File: config.mk
export PLATFORM = sky130hd
export DESIGN_NAME = id_ex_operand_stage
export DESIGN_NICKNAME = d
export VERILOG_FILES = /design/src/rtl/id_ex_operand_stage_pkg.sv /design/src/rtl/id_ex_operand_stage_bypass_mux.sv /design/src/rtl/id_ex_operand_stage.sv
export SDC_FILE = /design/constraint.sdc
export NUM_CORES = 1
export LEC_CHECK = 0
export CORE_AREA = 2 2 159 161
export DETAILED_ROUTE_END_ITERATION = 10
export DIE_AREA = 0 0 161 163
export MAX_ROUTING_LAYER = met4
export PLACE_DENSITY_LB_ADDON = 0.3
export SLEW_MARGIN = 10
export SYNTH_ARGS = -nofsm -noshare
export SYNTH_HDL_FRONTEND = slang
export SYNTH_SLANG_ARGS = --single-unit
File: constraint.sdc
create_clock -name clk -period 2.2 [get_ports clk]
set_input_delay 0.33 -clock clk [delete_from_list [all_inputs] [get_ports clk]]
set_output_delay 0.33 -clock clk [all_outputs]
set_load 0.005 [all_outputs]
File: src/rtl/id_ex_operand_stage_pkg.sv
// Shared definitions for the ID/EX operand stage and forward_detection.
//   - Bit positions inside the 3-bit forward_detect vectors
//   - RV32I major opcodes and the bubble encoding (addi x0,x0,0)
//   - Control-bit struct carried through ID/EX
//   - uses_rs1/uses_rs2: which source registers an opcode really reads.
//     forward_detection uses the same functions so hazard and forwarding
//     decisions agree on operand usage.
package id_ex_operand_stage_pkg;

  localparam int FWD_W      = 3;
  localparam int FWD_IN_MEM = 0;  // producer of the EX operand is in MEM
  localparam int FWD_IN_WB  = 1;  // producer of the EX operand is in WB
  localparam int FWD_IN_ID  = 2;  // WB writes the register ID is reading now

  localparam logic [6:0] OPC_LUI    = 7'b0110111;
  localparam logic [6:0] OPC_AUIPC  = 7'b0010111;
  localparam logic [6:0] OPC_JAL    = 7'b1101111;
  localparam logic [6:0] OPC_JALR   = 7'b1100111;
  localparam logic [6:0] OPC_BRANCH = 7'b1100011;
  localparam logic [6:0] OPC_LOAD   = 7'b0000011;
  localparam logic [6:0] OPC_STORE  = 7'b0100011;
  localparam logic [6:0] OPC_OP     = 7'b0110011;
  localparam logic [6:0] CAL_I      = 7'b0010011;  // OP-IMM; bubble opcode

  typedef struct packed {
    logic reg_write;
    logic mem_read;
    logic mem_write;
  } ctrl_t;

  localparam ctrl_t CTRL_BUBBLE = '{reg_write: 1'b0, mem_read: 1'b0, mem_write: 1'b0};

  function automatic logic uses_rs1(input logic [6:0] opcode);
    case (opcode)
      OPC_JALR, OPC_BRANCH, OPC_LOAD, OPC_STORE, OPC_OP, CAL_I: uses_rs1 = 1'b1;
      default:                                                  uses_rs1 = 1'b0;
    endcase
  endfunction

  function automatic logic uses_rs2(input logic [6:0] opcode);
    case (opcode)
      OPC_BRANCH, OPC_STORE, OPC_OP: uses_rs2 = 1'b1;
      default:                       uses_rs2 = 1'b0;
    endcase
  endfunction

endpackage

File: src/rtl/id_ex_operand_stage_bypass_mux.sv
// operand_bypass_mux: resolves one EX operand from the forward vector.
//   fwd            in  3     forward_detect bits (MEM / WB / ID)
//   reg_data       in  XLEN  operand data held in the ID/EX register
//   alu_result_MEM in  XLEN  value produced in MEM
//   wb_data_WB     in  XLEN  value written back in WB
//   operand        out XLEN  resolved operand (MEM beats WB beats register)
// The ID bit is consumed at capture time by the top, not here.
module operand_bypass_mux
  import id_ex_operand_stage_pkg::*;
#(
  parameter int XLEN = 32
) (
  input  logic [FWD_W-1:0] fwd,
  input  logic [XLEN-1:0]  reg_data,
  input  logic [XLEN-1:0]  alu_result_MEM,
  input  logic [XLEN-1:0]  wb_data_WB,
  output logic [XLEN-1:0]  operand
);

  logic unused_fwd_id;
  assign unused_fwd_id = fwd[FWD_IN_ID];

  always_comb begin
    operand = reg_data;
    if (fwd[FWD_IN_MEM])     operand = alu_result_MEM;
    else if (fwd[FWD_IN_WB]) operand = wb_data_WB;
  end

endmodule

File: src/rtl/id_ex_operand_stage.sv
// ID/EX pipeline register with EX operand resolution.
//   clk, rst_n                    clock, async active-low reset
//   stall_i, flush_i              memory stall hold / kill ID instruction
//   *_ID                          decoded ID instruction and RF read data
//   forward_detect_rs1/rs2        forward bits (MEM / WB / ID)
//   alu_result_MEM, wb_data_WB    bypass sources
//   *_EX                          registered ID fields
//   operand_rs1_EX/rs2_EX         bypassed operands (combinational)
//   load_use_stall_o              freeze PC and IF/ID for one cycle
//   bubble_count                  saturating count of inserted bubbles
module id_ex_operand_stage
  import id_ex_operand_stage_pkg::*;
#(
  parameter int REGISTER_ADDR_WIDTH = 5,
  parameter int XLEN                = 32
) (
  input  logic                           clk,
  input  logic                           rst_n,
  input  logic                           stall_i,
  input  logic                           flush_i,
  input  logic [XLEN-1:0]                pc_ID,
  input  logic [6:0]                     opcode_ID,
  input  logic [REGISTER_ADDR_WIDTH-1:0] rs1_ID,
  input  logic [REGISTER_ADDR_WIDTH-1:0] rs2_ID,
  input  logic [REGISTER_ADDR_WIDTH-1:0] rd_ID,
  input  logic [XLEN-1:0]                imm_ID,
  input  logic [XLEN-1:0]                rs1_data_ID,
  input  logic [XLEN-1:0]                rs2_data_ID,
  input  logic                           reg_write_ID,
  input  logic                           mem_read_ID,
  input  logic                           mem_write_ID,
  input  logic [2:0]                     forward_detect_rs1,
  input  logic [2:0]                     forward_detect_rs2,
  input  logic [XLEN-1:0]                alu_result_MEM,
  input  logic [XLEN-1:0]                wb_data_WB,
  output logic [XLEN-1:0]                pc_EX,
  output logic [XLEN-1:0]                imm_EX,
  output logic [6:0]                     opcode_EX,
  output logic [REGISTER_ADDR_WIDTH-1:0] rs1_EX,
  output logic [REGISTER_ADDR_WIDTH-1:0] rs2_EX,
  output logic [REGISTER_ADDR_WIDTH-1:0] rd_EX,
  output logic                           reg_write_EX,
  output logic                           mem_read_EX,
  output logic                           mem_write_EX,
  output logic [XLEN-1:0]                operand_rs1_EX,
  output logic [XLEN-1:0]                operand_rs2_EX,
  output logic                           load_use_stall_o,
  output logic [31:0]                    bubble_count
);

  localparam int NUM_OPS = 2;

  logic [XLEN-1:0]                pc_q, imm_q;
  logic [6:0]                     opcode_q;
  logic [REGISTER_ADDR_WIDTH-1:0] rs1_q, rs2_q, rd_q;
  ctrl_t                          ctrl_q, ctrl_id;
  logic                           pending_flush;
  logic [31:0]                    bc_q;

  logic [NUM_OPS-1:0][FWD_W-1:0] fwd;
  logic [NUM_OPS-1:0][XLEN-1:0]  rf_data_id, data_id, data_q, operand;

  assign fwd        = {forward_detect_rs2, forward_detect_rs1};
  assign rf_data_id = {rs2_data_ID, rs1_data_ID};
  assign ctrl_id    = '{reg_write: reg_write_ID, mem_read: mem_read_ID, mem_write: mem_write_ID};

  // Per operand: WB->ID bypass at capture, MEM/WB->EX bypass on the register.
  for (genvar g = 0; g < NUM_OPS; g++) begin : g_op
    assign data_id[g] = fwd[g][FWD_IN_ID] ? wb_data_WB : rf_data_id[g];

    operand_bypass_mux #(.XLEN(XLEN)) u_bypass (
      .fwd           (fwd[g]),
      .reg_data      (data_q[g]),
      .alu_result_MEM(alu_result_MEM),
      .wb_data_WB    (wb_data_WB),
      .operand       (operand[g])
    );
  end

  logic id_use_rs1, id_use_rs2, rs_hit;
  assign id_use_rs1 = uses_rs1(opcode_ID);
  assign id_use_rs2 = uses_rs2(opcode_ID);
  assign rs_hit     = (id_use_rs1 && (rs1_ID == rd_q)) || (id_use_rs2 && (rs2_ID == rd_q));
  // A flush kills the consumer in ID, so there is nothing to wait for.
  assign load_use_stall_o = ctrl_q.mem_read && (rd_q != '0) && rs_hit && !flush_i;

  always_ff @(posedge clk or negedge rst_n) begin
    if (!rst_n) begin
      pc_q          <= '0;
      imm_q         <= '0;
      opcode_q      <= CAL_I;
      rs1_q         <= '0;
      rs2_q         <= '0;
      rd_q          <= '0;
      ctrl_q        <= CTRL_BUBBLE;
      data_q        <= '0;
      pending_flush <= 1'b0;
      bc_q          <= '0;
    end else if (stall_i) begin
      // Fields hold, but freeze the resolved operands: the bypass source
      // may drain out of MEM/WB before the stall releases.
      data_q <= operand;
      if (flush_i) pending_flush <= 1'b1;
    end else if (flush_i || pending_flush || load_use_stall_o) begin
      opcode_q      <= CAL_I;
      rs1_q         <= '0;
      rs2_q         <= '0;
      rd_q          <= '0;
      ctrl_q        <= CTRL_BUBBLE;
      data_q        <= '0;
      pending_flush <= 1'b0;
      if (bc_q != 32'hFFFF_FFFF) bc_q <= bc_q + 32'd1;
    end else begin
      pc_q     <= pc_ID;
      imm_q    <= imm_ID;
      opcode_q <= opcode_ID;
      rs1_q    <= rs1_ID;
      rs2_q    <= rs2_ID;
      rd_q     <= rd_ID;
      ctrl_q   <= ctrl_id;
      data_q   <= data_id;
    end
  end

  assign pc_EX          = pc_q;
  assign imm_EX         = imm_q;
  assign opcode_EX      = opcode_q;
  assign rs1_EX         = rs1_q;
  assign rs2_EX         = rs2_q;
  assign rd_EX          = rd_q;
  assign reg_write_EX   = ctrl_q.reg_write;
  assign mem_read_EX    = ctrl_q.mem_read;
  assign mem_write_EX   = ctrl_q.mem_write;
  assign operand_rs1_EX = operand[0];
  assign operand_rs2_EX = operand[1];
  assign bubble_count   = bc_q;

endmodule
==> results of run 1 <==
logic make-up after synthesis:
logic type,count (synthesis),synth area share [%]
AND/OR/NAND/NOR,396,17.75
flip-flops,186,50.94
AO/OA/AOI/OAI,159,9.810
multiplexers,130,14.26
buffers and inverters,73,3.284
XOR/XNOR,40,3.831
adder cells (fa/ha/maj),1,0.1368
worst max-delay path: stages, from the launching register on:
cell     delay [ns]
dfrtp_2        0.47
buf_6          0.15
or4_4          0.54
o21ai_4        0.18
o21a_4         0.17
buf_6          0.12
nor2b_4        0.26
buf_12         0.19
buf_12         0.11
buf_16         0.12
nand2_2        0.05
nand2_1        0.07
sequential cells by signal, summed over array words and instances (netlist names), 5 cells and up:
register,flops
data_q,64
bubble_count,32
imm_EX,32
pc_EX,32
opcode_EX,7
rd_EX,5
rs1_EX,5
rs2_EX,5
timing repair:
action	4_1_cts	5_1_grt
cloned	20	6
hold buffers	1	0
setup endpoints to repair	185	193
resized for setup	193	181
hold endpoints to repair	48	0
pin swaps	71	112
buffers inserted	17	17
layer usage:
| layer | GRT usage, % | vias to the layer above | wire length [um] |
|---|---|---|---|
| met2 | 46.74 | 396 | 18870 |
| li1 | - | 4280 | - |
| met3 | 7.308 | 84 | 2861 |
| met4 | 7.305 | 0 | 1178 |
| met1 | 31.68 | 4540 | 14750 |
| met5 | - | - | 0 |
layout by cell type (no fill, tap or decap), drive strengths merged, types with 11 or more instances in the layout:
master         count
nand3             20
clkbuf            24
mux2i            128
and3              11
clkdlybuf4s50    403
o21ai            129
buf              111
xor2              14
dfrtp            183
xnor2             26
a22o              22
nand2            327
worst paths after layout:
path,from,endpoint,slack (ns),cells past startpoint
setup / recovery,rd_EX[2],imm_EX[10],-0.32,11
hold / removal,stall_i,opcode_EX[0],0.19,2
setup reg to reg,rd_EX[2],imm_EX[10],-0.32,11
hold reg to reg,imm_EX[12],imm_EX[12],0.47,2
max in group asynchronous,rst_n,data_q[57],1.03,3
min in group asynchronous,rst_n,bubble_count[1],0.41,2
power by group:
group | switching [uW] | internal (uW) | leakage [uW]
Sequential | 250 | 3800 | 0.00239
Clock | 1600 | 1540 | 0.000288
Combinational | 1250 | 1720 | 0.00493
Total | 3100 | 7060 | 0.00760
final cells by class:
cell class,instances,area (um2),area share (%)
timing repair buffer,524,5763,34.99
clock inverter,15,173.9,1.056
inverter,3,11.26,0.06836
tap,330,412.9,2.507
clock buffer,17,425.4,2.583
sequential,186,4661,28.29
multi-input combinational,726,5025,30.51
per-stage QoR:
stage / instance area (um2) / std cells
final: 16470 / 1801
after global routing: 16470 / 1801
after CTS: 15750 / 1789
after detailed placement: 14030 / 1719
after global placement: 14030 / 1719
after floorplan: 9145 / 985
==> impl_table.tex, run 1 <==
\begin{tabular}{lr}
\hline
Metric & Value \\
\hline
\multicolumn{2}{l}{\textbf{Floorplanning}} \\
Vertical extent of the die & 163 um \\
Number of rows in the core area & 58 \\
Number of primary I/O pins & 413 \\
Core footprint & 24670 um2 \\
DIE WIDTH & 161 um \\
Initial core utilization & 37.06\% \\
Die Outline Area & 26240 um2 \\
\multicolumn{2}{l}{\textbf{Logic synthesis}} \\
Share of synthesized registers carrying an async set or reset & 100.0\% \\
Top cell types by occurrence after synthesis & 327 x nand2\_1, 183 x dfrtp\_1, 128 x mux2i\_1, 128 x o21ai\_0, 49 x clkbuf\_1 \\
Post-synth top area share & 50.08\% \\
Yosys warns & 0 \\
Leading cell types by total area after synthesis & dfrtp\_1 50\%, mux2i\_1 14\%, nand2\_1 13\%, o21ai\_0 7.0\%, xnor2\_1 2.5\% \\
Number of flip-flops and latches in the synthesized netlist & 186 \\
Proportion of synthesized chip area in sequential cells & 50.94\% \\
Post-Syn Area & 9145 um2 \\
Distinct cells, synth & 36 \\
Most frequent cell after synthesis & nand2\_1 \\
Mapped Avg Cell Area & 9.284 um2 \\
Syn Nets & 1213 \\
Synth Instances & 985 \\
Number of enable-type register cells in the synthesized netlist & 0 \\
Most used flip-flop cell after synthesis & dfrtp\_1 \\
Cell type with the highest aggregate area in the netlist & dfrtp\_1 \\
\multicolumn{2}{l}{\textbf{Final layout}} \\
Area overhead of the layout relative to synthesis & 80.12\% \\
Number of nets in the final layout & 1686 \\
Final standard cell utilization of the core & 66.76\% \\
Number of fillers in the final layout & 1857 \\
Number of antenna cells inserted & 0 \\
Fraction of final layout cells sized beyond drive strength 1 & 23.93\% \\
\multicolumn{2}{l}{\textbf{Clocking}} \\
Sink count of the clock tree & 186 \\
Clock tree from TritonCTS & yes \\
Clock latency reported for the late side of the worst-skew pair & 0.43 ns \\
Clk pin slew, worst setup/hold paths & 0.08 ns \\
Clock buffers created by TritonCTS & 17 \\
Buffer type at the clock tree root & clkbuf\_16 \\
Count of H-tree levels built during CTS & 4 \\
CTS Buffer Depth & 2 \\
\multicolumn{2}{l}{\textbf{STA}} \\
Setup WS post-layout & -0.3221 ns \\
Max Freq & 396.5 MHz \\
Minimum period implied by the final worst setup slack & 2.522 ns \\
Unrepaired setup endpoints after global routing & yes \\
Portion of the clock cycle consumed by the worst path in the final layout & 114.6\% \\
Final-report max-slew violation count & 0 \\
Final hold violations & 0 \\
Headroom to the max-slew limit & 58.54\% \\
Final setup skew & 0.01523 ns \\
Fin Hold WS & 0.1892 ns \\
Final Setup Violations & 186 \\
Setup tns final & -33.29 ns \\
Actual slew at the worst max-slew pin & 0.6219 ns \\
\multicolumn{2}{l}{\textbf{GRT}} \\
Total global routing track utilization & 27.23\% \\
GRT Residual Overflow & 0 \\
Number of antenna violations at the first check in global routing & 0 \\
First-pass GRT wire length & 53.41 mm \\
Vias in the first global route & 9399 \\
Largest net degree at the start of global routing & 65 \\
\multicolumn{2}{l}{\textbf{Drt}} \\
Residual DRC & 0 \\
Detailed-route vias per instance & 5.164 \\
Antenna-violating nets left & 0 \\
Vias & 9300 \\
Length of the first detailed-routing pass in iterations & 5 \\
Sum of routed wire length over all layers & 37.67 mm \\
Final routed wire length divided by cell count & 20.91 um \\
Initial drt markers & 613 \\
\multicolumn{2}{l}{\textbf{Critical path}} \\
Worst endpoint data arrival time & 2.89 ns \\
Crit end category & flop \\
Critical path fanouts, max & 6 \\
Critical path class & reg2reg \\
Required time of the critical path & 2.56 ns \\
Type of origin of the critical path & flop \\
\multicolumn{2}{l}{\textbf{Power and ir drop}} \\
Peak ir drop on the vdd network & 0.0005702 V \\
Leakage & 0.007600 uW \\
Total power draw & 10160 uW \\
Cell Pwr Density & 616.8 nW/um2 \\
\multicolumn{2}{l}{\textbf{Min path}} \\
Hold WC Path Type & in2reg \\
\multicolumn{2}{l}{\textbf{Placement}} \\
Half-perimeter wire length of the detailed placement result & 23.36 mm \\
Number of port buffers & 412 \\
Pre-CTS setup slack & -0.6809 ns \\
Final RePlAce weighted congestion & 0.8919 \\
\multicolumn{2}{l}{\textbf{Status}} \\
Status & finished with violations \\
Violated checks & negative setup slack \\
\multicolumn{2}{l}{\textbf{Job}} \\
Max-cap violations & 0 \\
\hline
\end{tabular}
(Power assumes the default switching activity.)
==> run 2, diff against run 1 <==
--- a/config.mk
+++ b/config.mk
@@ -5,11 +5,12 @@
 export SDC_FILE = /design/constraint.sdc
 export NUM_CORES = 1
 export LEC_CHECK = 0
-export CORE_AREA = 2 2 159 161
+export CORE_MARGIN = 2
+export CORE_UTILIZATION = 38
 export DETAILED_ROUTE_END_ITERATION = 10
-export DIE_AREA = 0 0 161 163
 export MAX_ROUTING_LAYER = met4
 export PLACE_DENSITY_LB_ADDON = 0.3
+export SKIP_CTS_REPAIR_TIMING = 1
 export SLEW_MARGIN = 10
 export SYNTH_ARGS = -nofsm -noshare
 export SYNTH_HDL_FRONTEND = slang
==> run 2 against run 1 <==
Clock-buffer cell count is 3 higher. Global-route usage fell by 1.2 points. Worst hold slack better by 0.22 ns. Largest cell class unchanged. The flow still finishes with violations (negative setup slack). Core utilization shrank 2.0 points. Total power fell by 4.0%. Clock power down 1%.
==> impl_table.tex, run 2 (synthesis gave the netlist of run 1 again) <==
\begin{tabular}{lr}
\hline
Metric & Value \\
\hline
\multicolumn{2}{l}{\textbf{Critical path}} \\
Reg2Reg Setup Slack & -0.16 ns \\
Cells along the critical path & xor2\_1, nor4\_1, a22oi\_1, buf\_4, o21a\_4, a311oi\_4, buf\_6, buf\_12, nand3\_2, xnor2\_1 \\
Worst flop-to-flop path startpoint & rd\_EX[3] \\
Critical path class & reg2reg \\
Critical path fanouts, max & 5 \\
CP max-delay cell & dfrtp\_2 \\
Stage delay of the slowest cell on the critical path & 0.45 ns \\
Worst Reg-to-Reg Cells & 10 \\
Type of origin of the critical path & flop \\
Destination of the critical timing path & bubble\_count[20] \\
Required time of the critical path & 2.55 ns \\
Worst endpoint data arrival time & 2.70 ns \\
Reg2reg end & bubble\_count[20] \\
Crit end category & flop \\
Launching instance or port of the critical path & rd\_EX[3] \\
\multicolumn{2}{l}{\textbf{Floorplanning}} \\
Die Outline Area & 25320 um2 \\
Vertical extent of the die & 159.1 um \\
Number of primary I/O pins & 413 \\
Core footprint & 23540 um2 \\
DIE WIDTH & 159.1 um \\
Initial core utilization & 38.84\% \\
Number of rows in the core area & 56 \\
\multicolumn{2}{l}{\textbf{Power and ir drop}} \\
Total power draw & 9751 uW \\
Cell Pwr Density & 639.5 nW/um2 \\
Leakage & 0.007058 uW \\
Peak ir drop on the vdd network & 0.0006697 V \\
\multicolumn{2}{l}{\textbf{STA}} \\
Setup tns final & -11.49 ns \\
Final hold violations & 0 \\
Max Freq & 424.4 MHz \\
Headroom to the max-slew limit & 57.46\% \\
Minimum period implied by the final worst setup slack & 2.356 ns \\
Setup WS post-layout & -0.1564 ns \\
Fin Hold WS & 0.4053 ns \\
Unrepaired setup endpoints after global routing & yes \\
Final setup skew & 0.01412 ns \\
Final Setup Violations & 161 \\
Final-report max-slew violation count & 0 \\
Actual slew at the worst max-slew pin & 0.6381 ns \\
Portion of the clock cycle consumed by the worst path in the final layout & 107.1\% \\
\multicolumn{2}{l}{\textbf{Min path}} \\
Hold WC Path Type & in2reg \\
\multicolumn{2}{l}{\textbf{GRT}} \\
First-pass GRT wire length & 50.82 mm \\
Number of antenna violations at the first check in global routing & 1 \\
GRT Residual Overflow & 0 \\
Vias in the first global route & 8980 \\
Total global routing track utilization & 26.05\% \\
Largest net degree at the start of global routing & 75 \\
\multicolumn{2}{l}{\textbf{Clocking}} \\
CTS Buffer Depth & 2 \\
Clock latency reported for the late side of the worst-skew pair & 0.43 ns \\
Sink count of the clock tree & 186 \\
Buffer type at the clock tree root & clkbuf\_16 \\
Clock tree from TritonCTS & yes \\
Clock buffers created by TritonCTS & 17 \\
Clk pin slew, worst setup/hold paths & 0.08 ns \\
Count of H-tree levels built during CTS & 4 \\
\multicolumn{2}{l}{\textbf{Final layout}} \\
Register ranked first by flip-flop count & data\_q \\
Final standard cell utilization of the core & 64.77\% \\
Commonest non-fill, non-tap cells in the layout & 403 x clkdlybuf4s50\_1, 327 x nand2\_1, 179 x dfrtp\_1 \\
Most common cell after layout, fill and taps aside & clkdlybuf4s50\_1 \\
Number of nets in the final layout & 1655 \\
Fraction of final layout cells sized beyond drive strength 1 & 10.42\% \\
Area overhead of the layout relative to synthesis & 66.74\% \\
Number of flip-flops in the largest register & 64 \\
\multicolumn{2}{l}{\textbf{Status}} \\
Status & finished with violations \\
Violated checks & negative setup slack \\
\multicolumn{2}{l}{\textbf{Drt}} \\
Vias & 8883 \\
Initial drt markers & 722 \\
Residual DRC & 0 \\
Detailed-route vias per instance & 5.047 \\
Sum of routed wire length over all layers & 34.74 mm \\
Antenna-violating nets left & 0 \\
Length of the first detailed-routing pass in iterations & 4 \\
Final routed wire length divided by cell count & 19.74 um \\
\multicolumn{2}{l}{\textbf{Placement}} \\
Final RePlAce weighted congestion & 0.8598 \\
Pre-CTS setup slack & -0.5144 ns \\
Number of port buffers & 412 \\
Half-perimeter wire length of the detailed placement result & 23.05 mm \\
\multicolumn{2}{l}{\textbf{Job}} \\
Max-cap violations & 0 \\
\hline
\end{tabular}
run 2: worst min-delay path by stage:
| stage | start | to | slack, ns | cells past startpoint |
|---|---|---|---|---|
| floorplan | rst_n | bubble_count[0] | 0.03 | 0 |
| global placement | rst_n | imm_EX[16] | 0.40 | 1 |
| detailed placement | rst_n | imm_EX[12] | 0.40 | 1 |
| CTS | rst_n | imm_EX[12] | -0.07 | 1 |
| global route | imm_ID[13] | imm_EX[13] | 0.41 | 3 |
| finish | stall_i | data_q[30] | 0.41 | 3 |
run 2: power breakdown:
part	total, uW	switching (uW)	internal [uW]
sequential	4030	226	3800
clock	3100	1490	1600
combinational	2620	1070	1550
run 2: area by class of cell:
cell class | count | area [um2]
Multi-Input combinational cell | 726 | 4304
Sequential cell | 186 | 4663
Inverter | 3 | 11.26
Timing Repair Buffer | 493 | 5278
Clock inverter | 12 | 123.9
Fill cell | 1901 | 8294
Antenna cell | 1 | 2.502
Clock buffer | 20 | 466.7
Tap cell | 319 | 399.1
run 2: through the flow:
stage               area [um2]  instances
global route             15250       1760
detailed placement       13940       1694
floorplan                 9145        985
global placement         13940       1694
finish                   15250       1760
CTS                      14530       1726
run 2: critical path: cells and delay by family, from the launching register on:
| kind | cells | cell delay, ns |
|---|---|---|
| AO/OA/AOI/OAI | 3 | 0.67 |
| XOR/XNOR | 2 | 0.35 |
| buffers and inverters | 3 | 0.46 |
| flip-flops | 1 | 0.45 |
| AND/OR/NAND/NOR | 2 | 0.35 |
run 2: layer usage:
layer  routed length (um)  vias up  global-route usage (%)
li1                     -     4209                       -
met5                    0        -                       -
met3                 2651       60                   7.762
met1                14120     4245                   30.50
met4                 1149        0                   9.917
met2                16820      369                   42.39
==> run 3, diff against run 2 <==
--- a/config.mk
+++ b/config.mk
@@ -7,6 +7,7 @@
 export LEC_CHECK = 0
 export CORE_MARGIN = 2
 export CORE_UTILIZATION = 38
+export CTS_CLUSTER_SIZE = 8
 export DETAILED_ROUTE_END_ITERATION = 10
 export MAX_ROUTING_LAYER = met4
 export PLACE_DENSITY_LB_ADDON = 0.3
==> results of run 3 <==
No change in the layout: final DEF, timing and power equal those of run 2.
